### src/rtl/count_bcd_display_if.sv
// count_bcd_display_if
//   Bundles the data and status signals between an upstream counter, the
//   BCD/seven-segment display block and whatever observes the display.
//   value     : 8-bit binary value to be shown (driven by master)
//   bcd       : last converted result {hundreds, tens, ones}
//   bcd_valid : one-cycle pulse when bcd is updated
//   busy      : conversion in progress
//   seg       : segments {g,f,e,d,c,b,a}, active-low
//   an        : digit anodes {hundreds, tens, ones}, one-hot active-low
//   master = value source / display observer, slave = the display block.
interface count_bcd_display_if;
    logic [7:0]  value;
    logic [11:0] bcd;
    logic        bcd_valid;
    logic        busy;
    logic [6:0]  seg;
    logic [2:0]  an;

    modport master (
        output value,
        input  bcd,
        input  bcd_valid,
        input  busy,
        input  seg,
        input  an
    );

    modport slave (
        input  value,
        output bcd,
        output bcd_valid,
        output busy,
        output seg,
        output an
    );
endinterface

### src/rtl/count_bcd_display.sv
// count_bcd_display
//   Converts an 8-bit binary value to three BCD digits with a sequential
//   shift-add-3 (double-dabble) engine and drives a time-multiplexed 3-digit
//   seven-segment display with leading-zero blanking.
//   clk         : system clock, all state on the rising edge
//   rst         : asynchronous active-high reset
//   bus (slave) : value in; bcd, bcd_valid, busy, seg, an out
//   REFRESH_DIV : clock cycles each digit stays lit (>= 2)
module count_bcd_display #(
    parameter int REFRESH_DIV = 50000
) (
    input  logic                 clk,
    input  logic                 rst,
    count_bcd_display_if.slave   bus
);

    localparam int CNT_W = (REFRESH_DIV > 2) ? $clog2(REFRESH_DIV) : 1;
    localparam logic [CNT_W-1:0] REFRESH_LAST = CNT_W'(REFRESH_DIV - 1);
    localparam logic [6:0] SEG_BLANK = 7'b1111111;

    typedef enum logic [1:0] {
        IDLE,
        CONVERT,
        DONE
    } state_t;

    state_t      state_q, state_d;
    logic [19:0] shift_q, shift_d;
    logic [7:0]  last_value_q, last_value_d;
    logic [2:0]  step_q, step_d;
    logic [11:0] bcd_q, bcd_d;
    logic        bcd_valid_q, bcd_valid_d;

    logic [CNT_W-1:0] refresh_q, refresh_d;
    logic [1:0]       digit_idx_q, digit_idx_d;
    logic [2:0]       an_q, an_d;
    logic [6:0]       seg_q, seg_d;

    // Seven-segment pattern (gfedcba, active-low) for one BCD nibble.
    function automatic logic [6:0] seg_decode(input logic [3:0] nib);
        logic [6:0] s;
        case (nib)
            4'd0:    s = 7'b1000000;
            4'd1:    s = 7'b1111001;
            4'd2:    s = 7'b0100100;
            4'd3:    s = 7'b0110000;
            4'd4:    s = 7'b0011001;
            4'd5:    s = 7'b0010010;
            4'd6:    s = 7'b0000010;
            4'd7:    s = 7'b1111000;
            4'd8:    s = 7'b0000000;
            4'd9:    s = 7'b0010000;
            default: s = SEG_BLANK;
        endcase
        return s;
    endfunction

    // One double-dabble step: add 3 to every BCD nibble that is >= 5 (all
    // three judged on their pre-shift values), then shift left by one. The
    // add stays within 4 bits, so nothing carries between nibbles.
    function automatic logic [19:0] dabble_step(input logic [19:0] s);
        logic [19:0] t;
        logic [3:0]  nib;
        t = s;
        for (int i = 0; i < 3; i++) begin
            nib = s[8 + 4*i +: 4];
            if (nib >= 4'd5) begin
                t[8 + 4*i +: 4] = nib + 4'd3;
            end
        end
        return {t[18:0], 1'b0};
    endfunction

    // Conversion FSM: next state and datapath updates.
    always_comb begin
        state_d      = state_q;
        shift_d      = shift_q;
        last_value_d = last_value_q;
        step_d       = step_q;
        bcd_d        = bcd_q;
        bcd_valid_d  = 1'b0;
        case (state_q)
            IDLE: begin
                // last_value remembers the latched value, so a change made
                // while busy is still seen here once IDLE is re-entered.
                if (bus.value != last_value_q) begin
                    last_value_d = bus.value;
                    shift_d      = {12'b0, bus.value};
                    step_d       = 3'd0;
                    state_d      = CONVERT;
                end
            end
            CONVERT: begin
                shift_d = dabble_step(shift_q);
                step_d  = step_q + 3'd1;
                if (step_q == 3'd7) begin
                    state_d = DONE;
                end
            end
            DONE: begin
                bcd_d       = shift_q[19:8];
                bcd_valid_d = 1'b1;
                state_d     = IDLE;
            end
            default: begin
                state_d = IDLE;
            end
        endcase
    end

    // Display scan: refresh divider, digit index and the next an/seg pair.
    // The display always reads the committed bcd register, never the
    // in-flight shift register.
    always_comb begin
        refresh_d   = refresh_q + CNT_W'(1);
        digit_idx_d = digit_idx_q;
        if (refresh_q == REFRESH_LAST) begin
            refresh_d   = '0;
            digit_idx_d = (digit_idx_q == 2'd2) ? 2'd0 : digit_idx_q + 2'd1;
        end

        an_d  = 3'b110;
        seg_d = seg_decode(bcd_q[3:0]);
        case (digit_idx_q)
            2'd1: begin
                an_d  = 3'b101;
                seg_d = (bcd_q[11:8] == 4'd0 && bcd_q[7:4] == 4'd0)
                        ? SEG_BLANK : seg_decode(bcd_q[7:4]);
            end
            2'd2: begin
                an_d  = 3'b011;
                seg_d = (bcd_q[11:8] == 4'd0) ? SEG_BLANK : seg_decode(bcd_q[11:8]);
            end
            default: begin
                an_d  = 3'b110;
                seg_d = seg_decode(bcd_q[3:0]);
            end
        endcase
    end

    always_ff @(posedge clk or posedge rst) begin
        if (rst) begin
            state_q      <= IDLE;
            shift_q      <= '0;
            last_value_q <= '0;
            step_q       <= '0;
            bcd_q        <= '0;
            bcd_valid_q  <= 1'b0;
            refresh_q    <= '0;
            digit_idx_q  <= '0;
            an_q         <= 3'b110;
            seg_q        <= 7'b1000000;
        end else begin
            state_q      <= state_d;
            shift_q      <= shift_d;
            last_value_q <= last_value_d;
            step_q       <= step_d;
            bcd_q        <= bcd_d;
            bcd_valid_q  <= bcd_valid_d;
            refresh_q    <= refresh_d;
            digit_idx_q  <= digit_idx_d;
            an_q         <= an_d;
            seg_q        <= seg_d;
        end
    end

    assign bus.bcd       = bcd_q;
    assign bus.bcd_valid = bcd_valid_q;
    assign bus.busy      = (state_q != IDLE);
    assign bus.seg       = seg_q;
    assign bus.an        = an_q;

endmodule
### src/flat_wrapper.sv
// flat-port wrapper written by rule: the top's interface ports become plain ports
module count_bcd_display_flat 
#(
    parameter int REFRESH_DIV = 50000
)
  (clk, rst, bus_value, bus_bcd, bus_bcd_valid, bus_busy, bus_seg, bus_an);
  count_bcd_display_if bus_i ();
  input  logic clk;
  input  logic rst;
  input wire logic [$bits(bus_i.value)-1:0] bus_value;
  output wire logic [$bits(bus_i.bcd)-1:0] bus_bcd;
  output wire logic [$bits(bus_i.bcd_valid)-1:0] bus_bcd_valid;
  output wire logic [$bits(bus_i.busy)-1:0] bus_busy;
  output wire logic [$bits(bus_i.seg)-1:0] bus_seg;
  output wire logic [$bits(bus_i.an)-1:0] bus_an;
  assign bus_i.value = bus_value;
  assign bus_bcd = bus_i.bcd;
  assign bus_bcd_valid = bus_i.bcd_valid;
  assign bus_busy = bus_i.busy;
  assign bus_seg = bus_i.seg;
  assign bus_an = bus_i.an;
  count_bcd_display #(.REFRESH_DIV(REFRESH_DIV)) u_core (.clk(clk), .rst(rst), .bus(bus_i));
endmodule
### config.mk
export PLATFORM = sky130hd
export DESIGN_NAME = count_bcd_display_flat
export DESIGN_NICKNAME = d
export VERILOG_FILES = /design/src/rtl/count_bcd_display_if.sv /design/src/rtl/count_bcd_display.sv /design/src/flat_wrapper.sv
export SDC_FILE = /design/constraint.sdc
export NUM_CORES = 1
export LEC_CHECK = 0
export ABC_AREA = 1
export CORE_ASPECT_RATIO = 0.5
export CORE_UTILIZATION = 40
export DETAILED_ROUTE_END_ITERATION = 7
export HOLD_SLACK_MARGIN = 0.02
export PLACE_DENSITY = 0.67
export SETUP_SLACK_MARGIN = 0.2
export SYNTH_ARGS = -nofsm -noshare
export SYNTH_HDL_FRONTEND = slang
export SYNTH_SLANG_ARGS = --single-unit
### constraint.sdc
create_clock -name clk -period 3.24 [get_ports clk]
set_input_delay 0.648 -clock clk [delete_from_list [all_inputs] [get_ports clk]]
set_output_delay 0.648 -clock clk [all_outputs]
set_load 0.005 [all_outputs]
==> results.toml <==
[die]
num_io_pins = 34
coreArea_um2 = 9760
die_h_um = 74.1
start_util_pct = 42.6
die_area_um2 = 10800
rows = 25
fp.dieW_um = 146

[place]
portBuffers = 33
post-place-ws_ps = 747
hpwl_um = 5610
gp_congestion = 0.810

[sta]
min_period_ps = 2150
setup_ws_ps = 1090
skew_ps = 8.49
fmax_ghz = 0.464
relSlewSlack_pct = 37.8
grt_setup_unrepaired = "false"
finalSetupViolCount = 0
setup_tns_ps = 0
period_share_pct = 66.5
drv_slew = 0
worstMarginPinSlew_ps = 932
hold_viol = 0

[run]
maxCapViolations = 0

[grt]
grt_pass1_vias = 2987
grt_overflow = 0
grt.met2_usage_pct = 26.1
track_usage_pct = 15.7
busiest_layer = "met2"
grt_pass1_wl_um = 13400
antenna_found_initial = 0
met3_usage_pct = 4.66
grtUsageMet1_pct = 19.6
grt_max_degree = 49

[clocking]
root_buffer = "clkbuf_16"
cts_tree = "built"
htreeDepth = 3
clk_pin_slew_ps = 60
cts.path.max_buffers = 2
postCtsHoldBufs = 0
cts-resized-gates = 0
cts_buffers = 9
postCtsSetupBuffers = 0
cts_num_sinks = 74
clk_latency_ps = 330

[route]
routed_wl_um = 7850
drt_first_iter_violations = 205
ant_nets = 0
first_pass_iters = 4
dr_total_vias = 3350
vias_per_cell = 4.75
drc = 0
wl_per_cell_um = 11.1

[synthesis]
synth_edf_count = 0
synthDistinctLibCells = 31
ys_ff_latch = 74
ys.flop_type = "dfrtp_1"
yosys_warnings = 0
synth_nets = 571
synth-seq-area-share_pct = 44.6
synth_area_um2 = 4160
syn_avg_cell_area_um2 = 7.82
ys_async_sr_fraction_pct = 100
synth_cells = 532

[power]
p_total_uw = 4240
irDropWorstVdd_uv = 343
power_density_nw_per_um2 = 858
power.leakage_uw = 0.00251

[cells_and_area]
layout.nets = 605
area_growth_pct = 18.8
n_antenna_cell = 0
drive_gt1_share_pct = 6.48
utilization_pct = 50.7

[worst_setup_path]
start_kind = "primary input"
cp_max_fo = 18
endpoint_kind = "flip-flop"
crit_arrival_ps = 2420
cp.required_ps = 3510
crit_type = "in -> reg"
r2r_setup_slack_ps = 1480

[min_path]
min_path_type = "reg -> reg"

[run_status]
status = "finished clean"
-- layout by cell type, fill, tap and decap left out, drive strengths merged --
cell,synthesis,routed
nand2,149,149
dfrtp,71,71
inv,70,70
o21ai,57,57
nand3,45,45
nor2,43,43
clkdlybuf4s50,0,33
ha,29,29
a21oi,12,12
clkbuf,6,11
xor2,8,8
nand4,7,7
xnor2,6,6
o211ai,5,5
clkinv,1,4
buf,8,4
a31oi,3,3
dfstp,3,3
or2,3,3
nor3,2,2
nor4,2,2
o21a,1,1
a31o,1,1
bufinv,0,1
clkinvlp,0,1
-- per-layer routing --
metal | wire length (um) | vias up
li1 | - | 1762
met1 | 3980 | 1543
met2 | 3580 | 43
met3 | 245 | 2
met4 | 36 | 0
met5 | 0 | -
-- kinds of logic after synthesis --
logic type	share of synthesized area (%)
and+or+nand+nor	25.7
buffers and inverters	7.97
AOI/OAI and AO/OA	10.0
DFF	44.6
adders and majority gates	8.72
xor gates and xnor gates	2.95
-- cell type report --
type                       count  area, um^2
tap                          135         169
inverter                      71         268
fill                         971        4820
clock inverter                 5        52.6
timing repair buffer          37         373
sequential                    74        1860
multi-input combinational    373        1970
clock buffer                  11         253
-- cells in the mapped netlist (6+ instances only) --
cell | n | share of area (%)
nand3_1 | 44 | 5.3
xor2_1 | 8 | 1.7
xnor2_1 | 6 | 1.3
clkbuf_1 | 6 | 0.54
a21oi_1 | 12 | 1.4
buf_2 | 6 | 0.72
nand4_1 | 7 | 1.1
o21ai_0 | 56 | 6.7
nand2_1 | 146 | 13
ha_1 | 29 | 8.7
dfrtp_1 | 71 | 43
nor2_1 | 41 | 3.7
inv_1 | 69 | 6.2
-- registers in the layout (all words and copies together), names as in the netlist --
register	flops
u_core.state_q	2
u_core.bus.bcd	12
u_core.bus.an	3
u_core.refresh_q	16
u_core.digit_idx_q	2
u_core.last_value_q	8
u_core.bus.seg	7
u_core.shift_q	20
u_core.bus.bcd_valid	1
u_core.step_q	3
-- report_power, final --
part / internal [uW] / total [uW] / switching (uW)
sequential: 1240 / 1510 / 269
clock: 634 / 1010 / 375
combinational: 751 / 1720 / 971
-- worst max-delay path, stage by stage --
cell and delay [ps]:
clkdlybuf4s50_1 500, xnor2_1 120, nand2_1 60, nor2_1 100, nand2_1 70, nand2_1 440, buf_4 290, nand3_1 90
nand2_1 100
-- metrics by stage --
step | hold slack, ps | area (um^2) | std cells
after global routing | 507 | 4940 | 706
final | 480 | 4940 | 706
after CTS | 484 | 4940 | 706
after global placement | 448 | 4640 | 690
after detailed placement | 473 | 4640 | 690
after floorplan | 430 | 4160 | 532
-- final timing paths --
path                                              from                endpoint  cells past startpoint
worst min register to register     u_core.refresh_q[0]     u_core.refresh_q[0]                      1
worst max register to register  u_core.last_value_q[4]      u_core.shift_q[19]                     10
min in group asynchronous                          rst       u_core.bus.seg[5]                      2
worst min-delay path               u_core.refresh_q[0]     u_core.refresh_q[0]                      1
max in group asynchronous                          rst  u_core.last_value_q[3]                      3
worst max-delay path                      bus_value[0]      u_core.shift_q[19]                      9
Note: power is estimated with default switching activity, not from simulation.
